$ cat config.mk
export PLATFORM = sky130hd
export DESIGN_NAME = data_mem_lsu
export DESIGN_NICKNAME = d
export VERILOG_FILES = /design/src/rtl/data_mem_lsu_pkg.sv /design/src/rtl/data_mem_lsu_rdata_assembler.sv /design/src/rtl/data_mem_lsu.sv
export SDC_FILE = /design/constraint.sdc
export NUM_CORES = 1
export LEC_CHECK = 0
export BUFFER_PORTS_ARGS = -buffer_cell sky130_fd_sc_hd__buf_4
export CORE_ASPECT_RATIO = 1.2
export CORE_MARGIN = 2
export CORE_UTILIZATION = 43
export DETAILED_ROUTE_END_ITERATION = 10
export GPL_ROUTABILITY_DRIVEN = 1
export PLACE_DENSITY = 0.67
export SLEW_MARGIN = 20
export SYNTH_ARGS = -nofsm -noshare
export SYNTH_HDL_FRONTEND = slang
export SYNTH_HIERARCHICAL = 1
export SYNTH_SLANG_ARGS = --single-unit
$ cat constraint.sdc
create_clock -name clock -period 5.8 [get_ports clock]
set_input_delay 0.58 -clock clock [delete_from_list [all_inputs] [get_ports clock]]
set_output_delay 0.58 -clock clock [all_outputs]
set_load 0.02 [all_outputs]
$ cat src/rtl/data_mem_lsu_pkg.sv
// Shared types and helpers for the data_mem_lsu load/store unit.
// LSU_ALIGN_CHECK_EN enables the misalignment check used by the top module.
package lsu_pkg;

  localparam int unsigned LSU_ADDR_W = 19;

  typedef enum logic [1:0] {
    IDLE,
    ACCESS,
    DRAIN,
    DONE
  } lsu_state_e;

  localparam logic [1:0] SZ_BYTE = 2'b00;
  localparam logic [1:0] SZ_HALF = 2'b01;
  localparam logic [1:0] SZ_WORD = 2'b10;

  // Reserved encoding 2'b11 is treated as a word.
  function automatic logic [2:0] size_to_bytes(input logic [1:0] size);
    logic [2:0] n;
    case (size)
      SZ_BYTE: n = 3'd1;
      SZ_HALF: n = 3'd2;
      default: n = 3'd4;
    endcase
    return n;
  endfunction

  function automatic logic is_misaligned(input logic [1:0] size, input logic [1:0] addr_lo);
    logic m;
    case (size)
      SZ_BYTE: m = 1'b0;
      SZ_HALF: m = addr_lo[0];
      SZ_WORD: m = (addr_lo != 2'b00);
      default: m = 1'b1;
    endcase
    return m;
  endfunction

endpackage

$ cat src/rtl/data_mem_lsu_rdata_assembler.sv
// Gathers little-endian load bytes and publishes the extended result
// only when the final byte arrives, so resp_rdata never shows partial data.
module lsu_rdata_assembler
  import lsu_pkg::*;
(
  input  logic        clk_i,
  input  logic        rst_ni,
  input  logic        cap_en_i,
  input  logic [1:0]  idx_i,
  input  logic [7:0]  byte_i,
  input  logic [1:0]  size_i,
  input  logic        signed_i,
  output logic [31:0] rdata_o
);

  logic [23:0] acc_q, acc_d;
  logic [31:0] rdata_q, rdata_d;
  logic [31:0] merged;
  logic [2:0]  nbytes;
  logic        last;

  always_comb begin
    nbytes  = size_to_bytes(size_i);
    last    = ({1'b0, idx_i} == (nbytes - 3'd1));
    merged  = {8'h00, acc_q};
    acc_d   = acc_q;
    rdata_d = rdata_q;
    case (idx_i)
      2'd0:    merged[7:0]   = byte_i;
      2'd1:    merged[15:8]  = byte_i;
      2'd2:    merged[23:16] = byte_i;
      default: merged[31:24] = byte_i;
    endcase
    if (cap_en_i) begin
      acc_d = merged[23:0];
      if (last) begin
        case (nbytes)
          3'd1:    rdata_d = {{24{signed_i & merged[7]}}, merged[7:0]};
          3'd2:    rdata_d = {{16{signed_i & merged[15]}}, merged[15:0]};
          default: rdata_d = merged;
        endcase
      end
    end
  end

  always_ff @(posedge clk_i or negedge rst_ni) begin
    if (!rst_ni) begin
      acc_q   <= '0;
      rdata_q <= '0;
    end else begin
      acc_q   <= acc_d;
      rdata_q <= rdata_d;
    end
  end

  assign rdata_o = rdata_q;

endmodule

$ cat src/rtl/data_mem_lsu.sv
// Byte-serial load/store unit in front of data_mem (one registered-read byte port).
// Optional: define LSU_ALIGN_CHECK_EN to reject misaligned requests with resp_err.
module data_mem_lsu
  import lsu_pkg::*;
#(
  parameter int unsigned ADDR_W = LSU_ADDR_W
) (
  input  logic              clock,
  input  logic              reset_n,
  input  logic              req_valid,
  output logic              req_ready,
  input  logic              req_we,
  input  logic [1:0]        req_size,
  input  logic              req_signed,
  input  logic [ADDR_W-1:0] req_addr,
  input  logic [31:0]       req_wdata,
  output logic              resp_valid,
  output logic [31:0]       resp_rdata,
  output logic              resp_err,
  output logic              mem_rden,
  output logic              mem_wren,
  output logic [ADDR_W-1:0] mem_rdaddress,
  output logic [ADDR_W-1:0] mem_wraddress,
  output logic [7:0]        mem_data,
  output logic              mem_byteena,
  input  logic [7:0]        mem_q
);

  lsu_state_e        state_q, state_d;
  logic [1:0]        cnt_q, cnt_d;
  logic              we_q;
  logic              signed_q;
  logic [1:0]        size_q;
  logic [ADDR_W-1:0] addr_q;
  logic [31:0]       wdata_q;
  logic              cap_en_q;
  logic [1:0]        cap_idx_q;

  logic              accept;
  logic              misalign;
  logic              last_byte;
  logic [2:0]        nbytes;
  logic [ADDR_W-1:0] byte_addr;

  assign accept    = req_valid && (state_q == IDLE);
  assign nbytes    = size_to_bytes(size_q);
  assign last_byte = ({1'b0, cnt_q} == (nbytes - 3'd1));
  // Natural ADDR_W-bit overflow gives the required wrap to address 0.
  assign byte_addr = addr_q + ADDR_W'(cnt_q);

`ifdef LSU_ALIGN_CHECK_EN
  logic err_q;

  assign misalign = is_misaligned(req_size, req_addr[1:0]);

  always_ff @(posedge clock or negedge reset_n) begin
    if (!reset_n) begin
      err_q <= 1'b0;
    end else if (accept) begin
      err_q <= misalign;
    end
  end

  assign resp_err = (state_q == DONE) && err_q;
`else
  assign misalign = 1'b0;
  assign resp_err = 1'b0;
`endif

  always_comb begin
    state_d = state_q;
    cnt_d   = cnt_q;
    case (state_q)
      IDLE: begin
        if (req_valid) begin
          state_d = misalign ? DONE : ACCESS;
          cnt_d   = '0;
        end
      end
      ACCESS: begin
        if (last_byte) begin
          state_d = we_q ? DONE : DRAIN;
        end else begin
          cnt_d = cnt_q + 2'd1;
        end
      end
      DRAIN:   state_d = DONE;
      DONE:    state_d = IDLE;
      default: state_d = IDLE;
    endcase
  end

  always_ff @(posedge clock or negedge reset_n) begin
    if (!reset_n) begin
      state_q <= IDLE;
      cnt_q   <= '0;
    end else begin
      state_q <= state_d;
      cnt_q   <= cnt_d;
    end
  end

  always_ff @(posedge clock or negedge reset_n) begin
    if (!reset_n) begin
      we_q     <= 1'b0;
      signed_q <= 1'b0;
      size_q   <= '0;
      addr_q   <= '0;
      wdata_q  <= '0;
    end else if (accept) begin
      we_q     <= req_we;
      signed_q <= req_signed;
      size_q   <= req_size;
      addr_q   <= req_addr;
      wdata_q  <= req_wdata;
    end
  end

  // mem_q lags the read strobe by one cycle, so the lane index is delayed to match.
  always_ff @(posedge clock or negedge reset_n) begin
    if (!reset_n) begin
      cap_en_q  <= 1'b0;
      cap_idx_q <= '0;
    end else begin
      cap_en_q  <= (state_q == ACCESS) && !we_q;
      cap_idx_q <= cnt_q;
    end
  end

  always_comb begin
    req_ready     = (state_q == IDLE);
    resp_valid    = (state_q == DONE);
    mem_rden      = 1'b0;
    mem_wren      = 1'b0;
    mem_byteena   = 1'b0;
    mem_rdaddress = '0;
    mem_wraddress = '0;
    mem_data      = '0;
    if (state_q == ACCESS) begin
      if (we_q) begin
        mem_wren      = 1'b1;
        mem_byteena   = 1'b1;
        mem_wraddress = byte_addr;
        mem_data      = wdata_q[{cnt_q, 3'b000} +: 8];
      end else begin
        mem_rden      = 1'b1;
        mem_rdaddress = byte_addr;
      end
    end
  end

  lsu_rdata_assembler u_rdata_assembler (
    .clk_i    (clock),
    .rst_ni   (reset_n),
    .cap_en_i (cap_en_q),
    .idx_i    (cap_idx_q),
    .byte_i   (mem_q),
    .size_i   (size_q),
    .signed_i (signed_q),
    .rdata_o  (resp_rdata)
  );

endmodule

==> results.toml, run 1 <==
[run_status]
status = "completed"

[power]
swShare_pct = 36.5
combPwrFrac_pct = 40.9
p_per_area_nw_per_um2 = 572
total_power_w = 0.00436
switching_power_w = 0.00159
power.leakage_nw = 3.42
internal_power_w = 0.00277
p_seq_share_pct = 36.0
power_frac_clock_pct = 23.1
ir_drop_uv = 254

[drt]
postRouteAntennaNets = 0
drt_wl_total_um = 13400
wl_per_cell_um = 16.5
vias = 4323
drt_iter0_drc = 174
drc = 0
vias_per_cell = 5.31
firstDrtPassIters = 4

[synthesis]
synth_seq_area_share_pct = 50.5
ys_seq_elements = 118
synthMuxAreaShare_pct = 22.6
synth_enable_flop_cells = 0
synth_top_family_by_area = "multiplexers"
yosys.area_share.simple_pct = 11.7
synth_nets = 567
ys_warn_count = 6
synthArstFlopShare_pct = 100
yosys.cell_types.count = 49
syn_inst = 495
avgSynthCellArea_um2 = 11.8
synthFlopType = "dfrtp_1"
synth_area_um2 = 5850
synth_compound_area_share_pct = 8.53
synthXorXnorAreaFrac_pct = 1.95
yosys.area_share.adder_pct = 1.41

[cells_and_area]
nets = 705
drive_above_1_share_pct = 44.3
syn2layout_area_growth_pct = 30.3
antenna_cells = 0

[placement]
port_buffers = 148
gp_congestion = 0.786
post-dp-hpwl_um = 9290

[clock_network]
tritoncts = "done"
clock-sinks = 118
cts_buffer_depth = 2
postCtsSetupBuffers = 0
cts.root.buffer_cell = "clkbuf_16"
cts-buffers-inserted = 17
ctsResizeCount = 0
h-tree-depth = 4
cts_hold_buffers = 0
clk_pin_slew_ns = 0.05
clk_latency_ns = 0.41

[timing]
tightestPinTransition_ns = 0.811
period_minus_slack_ns = 3.98
hold_violations = 0
finClkSkew_ns = 0.0135
rsz0062_at_grt = "no"
post-route-period-util_pct = 68.7
fin_hold_ws_ns = 0.222
fmax_mhz = 251
drv_slew = 0
slew_headroom_pct = 45.9
setup_tns_ns = 0
setup_viol = 0

[die]
die_h_um = 132
ios = 150
die_w_um = 110
dieArea_um2 = 14600
row_count = 46
fp.coreArea_um2 = 13200
start_util_pct = 44.2

[critical_path]
cpMaxStageDelayCell = "dfrtp_1"
critPathMaxFanout = 17
crit_required_ns = 5.22
end_kind = "output pin"
worstPathCellList = "ha_1 > inv_1 > fa_1 > and2b_1 > nand2_1 > or4_4 > a21oi_1 > buf_4"
cpPeakStageDelay_ns = 0.87
crit_family = "simple AND/OR/NAND/NOR gates"
critPathKind = "reg2out"
startpoint_type = "flip-flop"
crit_arrival_ns = 3.40
path_buf_inv = 2

[flow_run]
max_cap_viol_count = 0

[global_route]
grt_max_degree = 82
antenna_found_initial = 0
grt_pass1_vias = 4396
grt-ovfl-total = 0
grt_usage_pct = 18.5
grt_pass1_wl_um = 22000

[min_path]
hold_path_class = "in2async"
## synth_stat cells, types with 2 or more instances
library cell	n	area, µm²
nand4_1	6	37.5
buf_4	4	30.0
mux2_2	87	980
a21oi_1	21	105
o31ai_1	4	30.0
dfrtp_1	118	2950
or4_4	2	22.5
clkbuf_1	12	45.0
nor3b_1	4	30.0
and3_1	2	12.5
o211ai_1	9	67.6
buf_2	14	70.1
nor2_1	53	199
nand2b_1	4	25.0
and4_1	2	17.5
mux4_2	8	180
o21ai_0	6	30.0
mux2i_1	16	160
inv_1	9	33.8
ha_1	5	62.6
nand2_1	26	97.6
nand3_1	5	25.0
and2_1	13	81.3
xor2_1	11	96.3
xnor2_1	2	17.5
o311ai_0	2	17.5
or4_1	2	15.0
a31oi_1	17	106
o21a_1	9	67.6
nor2b_1	2	12.5
nand3b_1	2	15.0
## cell type report
type,instances,area (µm²)
tap,168,210
sequential,118,2950
fill,1156,5610
clock buffer,20,447
inverter,9,33.8
clock inverter,12,128
timing repair buffer,151,1140
multi-input combinational,336,2720
## per-layer routing
metal  up-vias  GRT usage [%]  share of wire (%)
met5         -              0                  0
met1      2134           23.8                 43
li1       2047              -                  -
met3         8           6.16                6.5
met4         0           4.44               0.70
met2       134           30.6                 50
## stage by stage
| step | cells | util, % | worst slack [ns] | cell area [µm²] |
|---|---|---|---|---|
| after floorplan | 495 | - | 2.54 | 5850 |
| after global placement | 782 | 53.1 | 2.30 | 7040 |
| after detailed placement | 782 | 53.1 | 2.21 | 7040 |
| after CTS | 814 | 57.5 | 1.78 | 7610 |
| after global routing | 814 | 57.6 | 1.61 | 7620 |
| final | 814 | 57.6 | 1.82 | 7620 |
## flip-flops by register name (all words and copies together), names as in the netlist, 2 cells and up
register	cells
u_rdata_assembler/acc_q	24
cnt_q	2
wdata_q	32
cap_idx_q	2
addr_q	19
u_rdata_assembler/rdata_o	32
size_q	2
state_q	2
## cells by family after synthesis
group | count (synthesis)
buf+inv | 41
mux | 111
compound gates | 74
simple gates | 131
fa+ha+maj | 6
flops | 118
xor+xnor | 13
other cells | 1
## cell usage in the layout (no fill, tap or decap), types with 2 or more instances in the layout
| cell type | n |
|---|---|
| a31oi_1 | 17 |
| mux2i_1 | 16 |
| o211ai_1 | 9 |
| a21oi_1 | 21 |
| inv_1 | 9 |
| clkinvlp_4 | 4 |
| clkbuf_1 | 2 |
| nand4_1 | 6 |
| xor2_1 | 11 |
| nand2b_1 | 4 |
| and2_1 | 13 |
| and4_1 | 2 |
| o311ai_0 | 2 |
| nor3b_1 | 4 |
| dfrtp_1 | 118 |
| o21ai_0 | 6 |
| clkbuf_16 | 17 |
| nand2_1 | 25 |
| mux4_2 | 8 |
| nand3b_1 | 2 |
| or4_4 | 2 |
| or4_1 | 2 |
| nor2_1 | 53 |
| buf_4 | 150 |
| xnor2_1 | 2 |
| o31ai_1 | 4 |
| ha_1 | 5 |
| and3_1 | 2 |
| bufinv_16 | 2 |
| nand3_1 | 5 |
| o21a_1 | 9 |
| mux2_2 | 87 |
| nor2b_1 | 2 |
| clkinv_2 | 4 |
## power by group through the flow
stage / Clock (W) / Sequential (W) / Combinational [W]
floorplan: 0 / 0.00158 / 0.00116
global placement: 0 / 0.00155 / 0.00174
detailed placement: 0 / 0.00158 / 0.00178
CTS: 0.00103 / 0.00157 / 0.00179
global route: 0.00108 / 0.00162 / 0.00194
finish: 0.00101 / 0.00157 / 0.00178
## final timing paths
check,start,endpoint,slack (ns),cells past startpoint
setup / recovery,cnt_q[0],mem_wraddress[18],1.82,8
hold / removal,reset_n,u_rdata_assembler/rdata_o[13],0.22,1
setup reg to reg,size_q[1],u_rdata_assembler/rdata_o[11],3.34,5
hold reg to reg,u_rdata_assembler/rdata_o[11],u_rdata_assembler/rdata_o[11],0.50,1
max in group asynchronous,reset_n,state_q[0],4.59,2
min in group clock,req_wdata[20],wdata_q[20],0.40,2
Power figures use the tool's default switching activity.
==> run 2, diff against run 1 <==
--- a/config.mk
+++ b/config.mk
@@ -11,7 +11,7 @@
 export CORE_UTILIZATION = 43
 export DETAILED_ROUTE_END_ITERATION = 10
 export GPL_ROUTABILITY_DRIVEN = 1
-export PLACE_DENSITY = 0.67
+export PLACE_DENSITY = 0.7
 export SLEW_MARGIN = 20
 export SYNTH_ARGS = -nofsm -noshare
 export SYNTH_HDL_FRONTEND = slang
==> constraint.sdc (replaced) <==
create_clock -name clock -period 3.2 [get_ports clock]
set_input_delay 0.32 -clock clock [delete_from_list [all_inputs] [get_ports clock]]
set_output_delay 0.32 -clock clock [all_outputs]
set_load 0.02 [all_outputs]
==> results.toml, run 2 (synthesis results as in run 1) <==
[die]
fp.coreArea_um2 = 13200
die_h_um = 132
dieArea_um2 = 14600
start_util_pct = 44.2
ios = 150
row_count = 46
die_w_um = 110

[critical_path]
path_buf_inv = 2
critPathKind = "reg2out"
cpMaxStageDelayCell = "or4_4"
cpPeakStageDelay_ns = 0.51
crit_arrival_ns = 2.74
r2r_cells = 5
timing.rr.end = "u_rdata_assembler/rdata_o[11]"
crit_required_ns = 2.88
startpoint_type = "flip-flop"
crit_family = "simple AND/OR/NAND/NOR gates"
critPathMaxFanout = 5
r2r_slack_ns = 0.95
worstPathCellList = "ha_1 > inv_1 > fa_1 > and2b_1 > nand2_1 > or4_4 > a21oi_1 > buf_4"
startpoint = "addr_q[0]"
reg2reg_from = "size_q[1]"
end_kind = "output pin"

[power]
power.leakage_nw = 3.47
swShare_pct = 35.7
total_power_w = 0.00812
p_per_area_nw_per_um2 = 1050
power_frac_clock_pct = 24.8
combPwrFrac_pct = 40.6
switching_power_w = 0.00289
p_seq_share_pct = 34.6
ir_drop_uv = 521
internal_power_w = 0.00522

[drt]
wl_per_cell_um = 16.7
drc = 0
vias = 4405
postRouteAntennaNets = 0
firstDrtPassIters = 4
vias_per_cell = 5.39
drt_iter0_drc = 183
drt_wl_total_um = 13600

[run_status]
status = "completed"

[cells_and_area]
nets = 708
seq_area_um2 = 2950
mostFrequentLayoutCells = "151 x buf_4, 118 x dfrtp_1, 87 x mux2_2"
antenna_cells = 0
layout_commonest_cell = "buf_4"
num-fill-cells = 1119
final_cells = 817
drive_above_1_share_pct = 44.7
multiInputGateArea_um2 = 2710
syn2layout_area_growth_pct = 32.1

[clock_network]
cts.root.buffer_cell = "clkbuf_16"
h-tree-depth = 4
cts-buffers-inserted = 17
clk_latency_ns = 0.41
cts_hold_buffers = 0
postCtsSetupBuffers = 0
clock-sinks = 118
cts_buffer_depth = 2
ctsResizeCount = 0
tritoncts = "done"
clk_pin_slew_ns = 0.05

[global_route]
antenna_found_initial = 0
grt_pass1_wl_um = 22800
grt-ovfl-total = 0
grt_pass1_vias = 4653
grt_usage_pct = 19.2
grt_max_degree = 67

[min_path]
hold_path_class = "in2async"

[timing]
fin_hold_ws_ns = 0.0321
tightestPinTransition_ns = 1.11
period_minus_slack_ns = 3.06
setup_viol = 0
setup_tns_ns = 0
post-route-period-util_pct = 95.5
slew_headroom_pct = 25.7
fmax_mhz = 327
finClkSkew_ns = 0.00897
drv_slew = 0
hold_violations = 0
rsz0062_at_grt = "no"

[placement]
post-dp-hpwl_um = 9530
dp.cells = 785
port_buffers = 148
gp_congestion = 0.817

[flow_run]
max_cap_viol_count = 0
## run 2: power by group through the flow
stage          clock network [W]  registers [W]  logic (W)
2_1_floorplan                  0        0.00287    0.00211
3_3_place_gp                   0        0.00276    0.00323
3_5_place_dp                   0        0.00282    0.00331
4_1_cts                  0.00204        0.00280    0.00334
5_1_grt                  0.00212        0.00292    0.00359
6_report                 0.00201        0.00281    0.00330
## run 2: worst max path at each step
stage                              endpoint  cells after the start  slack, ns
after floorplan           mem_rdaddress[18]                      8       0.20
after global placement    mem_rdaddress[18]                      8       0.65
after detailed placement  mem_rdaddress[18]                      8       0.56
after CTS                 mem_rdaddress[18]                      8       0.12
after global routing      mem_rdaddress[18]                      8      0.001
final                     mem_rdaddress[18]                      8       0.14
## run 2: worst register-to-register path, delay by kind of cell (launching register included)
family / cells / cell delay (ns)
flops: 1 / 0.77
buf+inv: 1 / 0.28
compound gates: 3 / 0.59
simple gates: 1 / 0.51
## run 2: metrics by stage
stage                     instance area (µm²)  util, %  setup WS [ns]
after global placement                   7100     53.6          0.647
after floorplan                          5850        -          0.200
final                                    7730     58.4          0.144
after detailed placement                 7100     53.6          0.564
after global routing                     7730     58.4        0.00115
after CTS                                7730     58.4          0.124
## run 2: cell type report
| class | instances | area share (%) |
|---|---|---|
| Timing Repair Buffer | 154 | 15.4 |
| Inverter | 9 | 0.437 |
| Tap cell | 168 | 2.72 |
| Clock inverter | 12 | 2.28 |
| Multi-Input combinational cell | 336 | 35.0 |
| Sequential cell | 118 | 38.2 |
| Clock buffer | 20 | 5.91 |
## run 2: metal layers
layer / global-route usage (%) / part of all wire (%)
met2: 30.5 / 48
met1: 24.7 / 43
met4: 8.06 / 2.2
met3: 5.52 / 6.4
met5: 0 / 0
==> run 3, diff against run 2 <==
--- a/config.mk
+++ b/config.mk
@@ -6,6 +6,7 @@
 export NUM_CORES = 1
 export LEC_CHECK = 0
 export BUFFER_PORTS_ARGS = -buffer_cell sky130_fd_sc_hd__buf_4
+export CAP_MARGIN = 10
 export CORE_ASPECT_RATIO = 1.2
 export CORE_MARGIN = 2
 export CORE_UTILIZATION = 43
==> constraint.sdc (replaced) <==
create_clock -name clock -period 3.2 [get_ports clock]
set_input_delay 0.16 -clock clock [delete_from_list [all_inputs] [get_ports clock]]
set_output_delay 0.16 -clock clock [all_outputs]
set_load 0.02 [all_outputs]
==> results.toml, run 3 (synthesis results as in run 1) <==
[cells_and_area]
antenna_cells = 0
drive_above_1_share_pct = 40.8
nets = 765
final_cells = 869
mostFrequentLayoutCells = "153 x buf_4, 118 x dfrtp_1, 87 x mux2_2"
layout_commonest_cell = "buf_4"
num-fill-cells = 1044
multiInputGateArea_um2 = 2720
final_cell_area_um2 = 8210
syn2layout_area_growth_pct = 40.3
seq_area_um2 = 2950

[power]
combPwrFrac_pct = 42.6
power_frac_clock_pct = 22.1
p_seq_share_pct = 35.4
internal_power_w = 0.00508
p_per_area_nw_per_um2 = 968
swShare_pct = 36.1
switching_power_w = 0.00287
ir_drop_uv = 442
power.leakage_nw = 3.68

[run_status]
status = "completed"

[timing]
setup_tns_ns = 0
tightestPinTransition_ns = 0.844
slew_headroom_pct = 43.7
setup_viol = 0
period_minus_slack_ns = 2.87
worst_slack_ns = 0.331
drv_slew = 0
post-route-period-util_pct = 89.6
fmax_mhz = 349
rsz0062_at_grt = "no"
hold_violations = 0
finClkSkew_ns = 0.00818

[critical_path]
crit_arrival_ns = 2.71
cpMaxStageDelayCell = "or4_4"
worstPathCellList = "ha_1 > inv_1 > fa_1 > and2b_1 > nand2_1 > or4_4 > a21oi_1 > buf_4"
crit_required_ns = 3.04
startpoint_type = "flip-flop"
end_kind = "output pin"
critPathMaxFanout = 5
critPathKind = "reg2out"
cpPeakStageDelay_ns = 0.52

[global_route]
grt_max_degree = 67
grt-ovfl-total = 0
grt_usage_pct = 19.7
grt_pass1_vias = 4735
grt_pass1_wl_um = 23200
antenna_found_initial = 0

[placement]
placed_area_um2 = 7090
dp.cells = 786
place_worst_setup_slack_ns = 0.772
gp_congestion = 0.823
post-dp-hpwl_um = 9680
port_buffers = 148

[die]
die_h_um = 132
die_w_um = 110
dieArea_um2 = 14600
start_util_pct = 44.2
row_count = 46
ios = 150
fp.coreArea_um2 = 13200

[min_path]
hold_path_class = "in2reg"

[drt]
firstDrtPassIters = 4
drt_iter0_drc = 241
vias = 4581
drc = 0
postRouteAntennaNets = 0
wl_per_cell_um = 16.3
drt_wl_total_um = 14200
vias_per_cell = 5.27

[clock_network]
clk_latency_ns = 0.40
h-tree-depth = 4
cts_hold_buffers = 56
tritoncts = "done"
clock-sinks = 118
cts-buffers-inserted = 17
ctsResizeCount = 0
cts.root.buffer_cell = "clkbuf_16"
postCtsSetupBuffers = 0
clk_pin_slew_ns = 0.05
cts_buffer_depth = 2

[flow_run]
max_cap_viol_count = 0
## run 3: final cells by class
| cell class | instances | area share [%] |
|---|---|---|
| Multi-Input combinational cell | 336 | 33.1 |
| Timing Repair Buffer | 211 | 21.3 |
| Sequential cell | 118 | 36.0 |
| Clock inverter | 4 | 0.579 |
| Tap cell | 168 | 2.56 |
| Clock buffer | 23 | 6.07 |
| Inverter | 9 | 0.412 |
## run 3: path summary, 6_finish.rpt
check / start / endpoint / slack [ns] / cells past startpoint
min in group asynchronous: reset_n / u_rdata_assembler/rdata_o[13] / 0.41 / 2
max in group asynchronous: reset_n / u_rdata_assembler/rdata_o[11] / 1.91 / 3
worst min-delay path: mem_q[0] / u_rdata_assembler/acc_q[16] / 0.06 / 2
worst max register to register: size_q[1] / u_rdata_assembler/rdata_o[10] / 0.98 / 5
worst max-delay path: cnt_q[0] / mem_rdaddress[18] / 0.33 / 8
worst min register to register: u_rdata_assembler/rdata_o[14] / u_rdata_assembler/rdata_o[14] / 0.49 / 1
## run 3: power by group through the flow
stage	sequential (W)	clock (W)	combinational (W)
global route	0.00291	0.00186	0.00365
finish	0.00281	0.00175	0.00338
floorplan	0.00287	0	0.00211
CTS	0.00281	0.00179	0.00339
detailed placement	0.00283	0	0.00332
global placement	0.00277	0	0.00323
## run 3: metrics by stage
| stage | total power, W | util [%] | hold slack [ns] |
|---|---|---|---|
| CTS | 0.00799 | 61.9 | 0.0459 |
| detailed placement | 0.00615 | 53.6 | 0.324 |
| finish | 0.00794 | 62.0 | 0.0632 |
| floorplan | 0.00498 | - | -0.136 |
| global placement | 0.00600 | 53.6 | 0.316 |
| global route | 0.00842 | 62.0 | 0.0619 |
## run 3: metal layers
metal	vias to the layer above	global-route usage, %	share of wire, %
met5	-	0	0
met4	0	6.81	1.1
met3	17	5.24	5.7
met2	155	34.4	51
met1	2242	23.7	42
li1	2167	-	-
## run 3: critical path: cells and delay by family (launching register included)
kind	cells	cell delay, ns
and+or+nand+nor	3	0.98
adders and majority gates	2	0.59
DFF	1	0.35
buffers and inverters	2	0.22
AOI/OAI and AO/OA	1	0.15
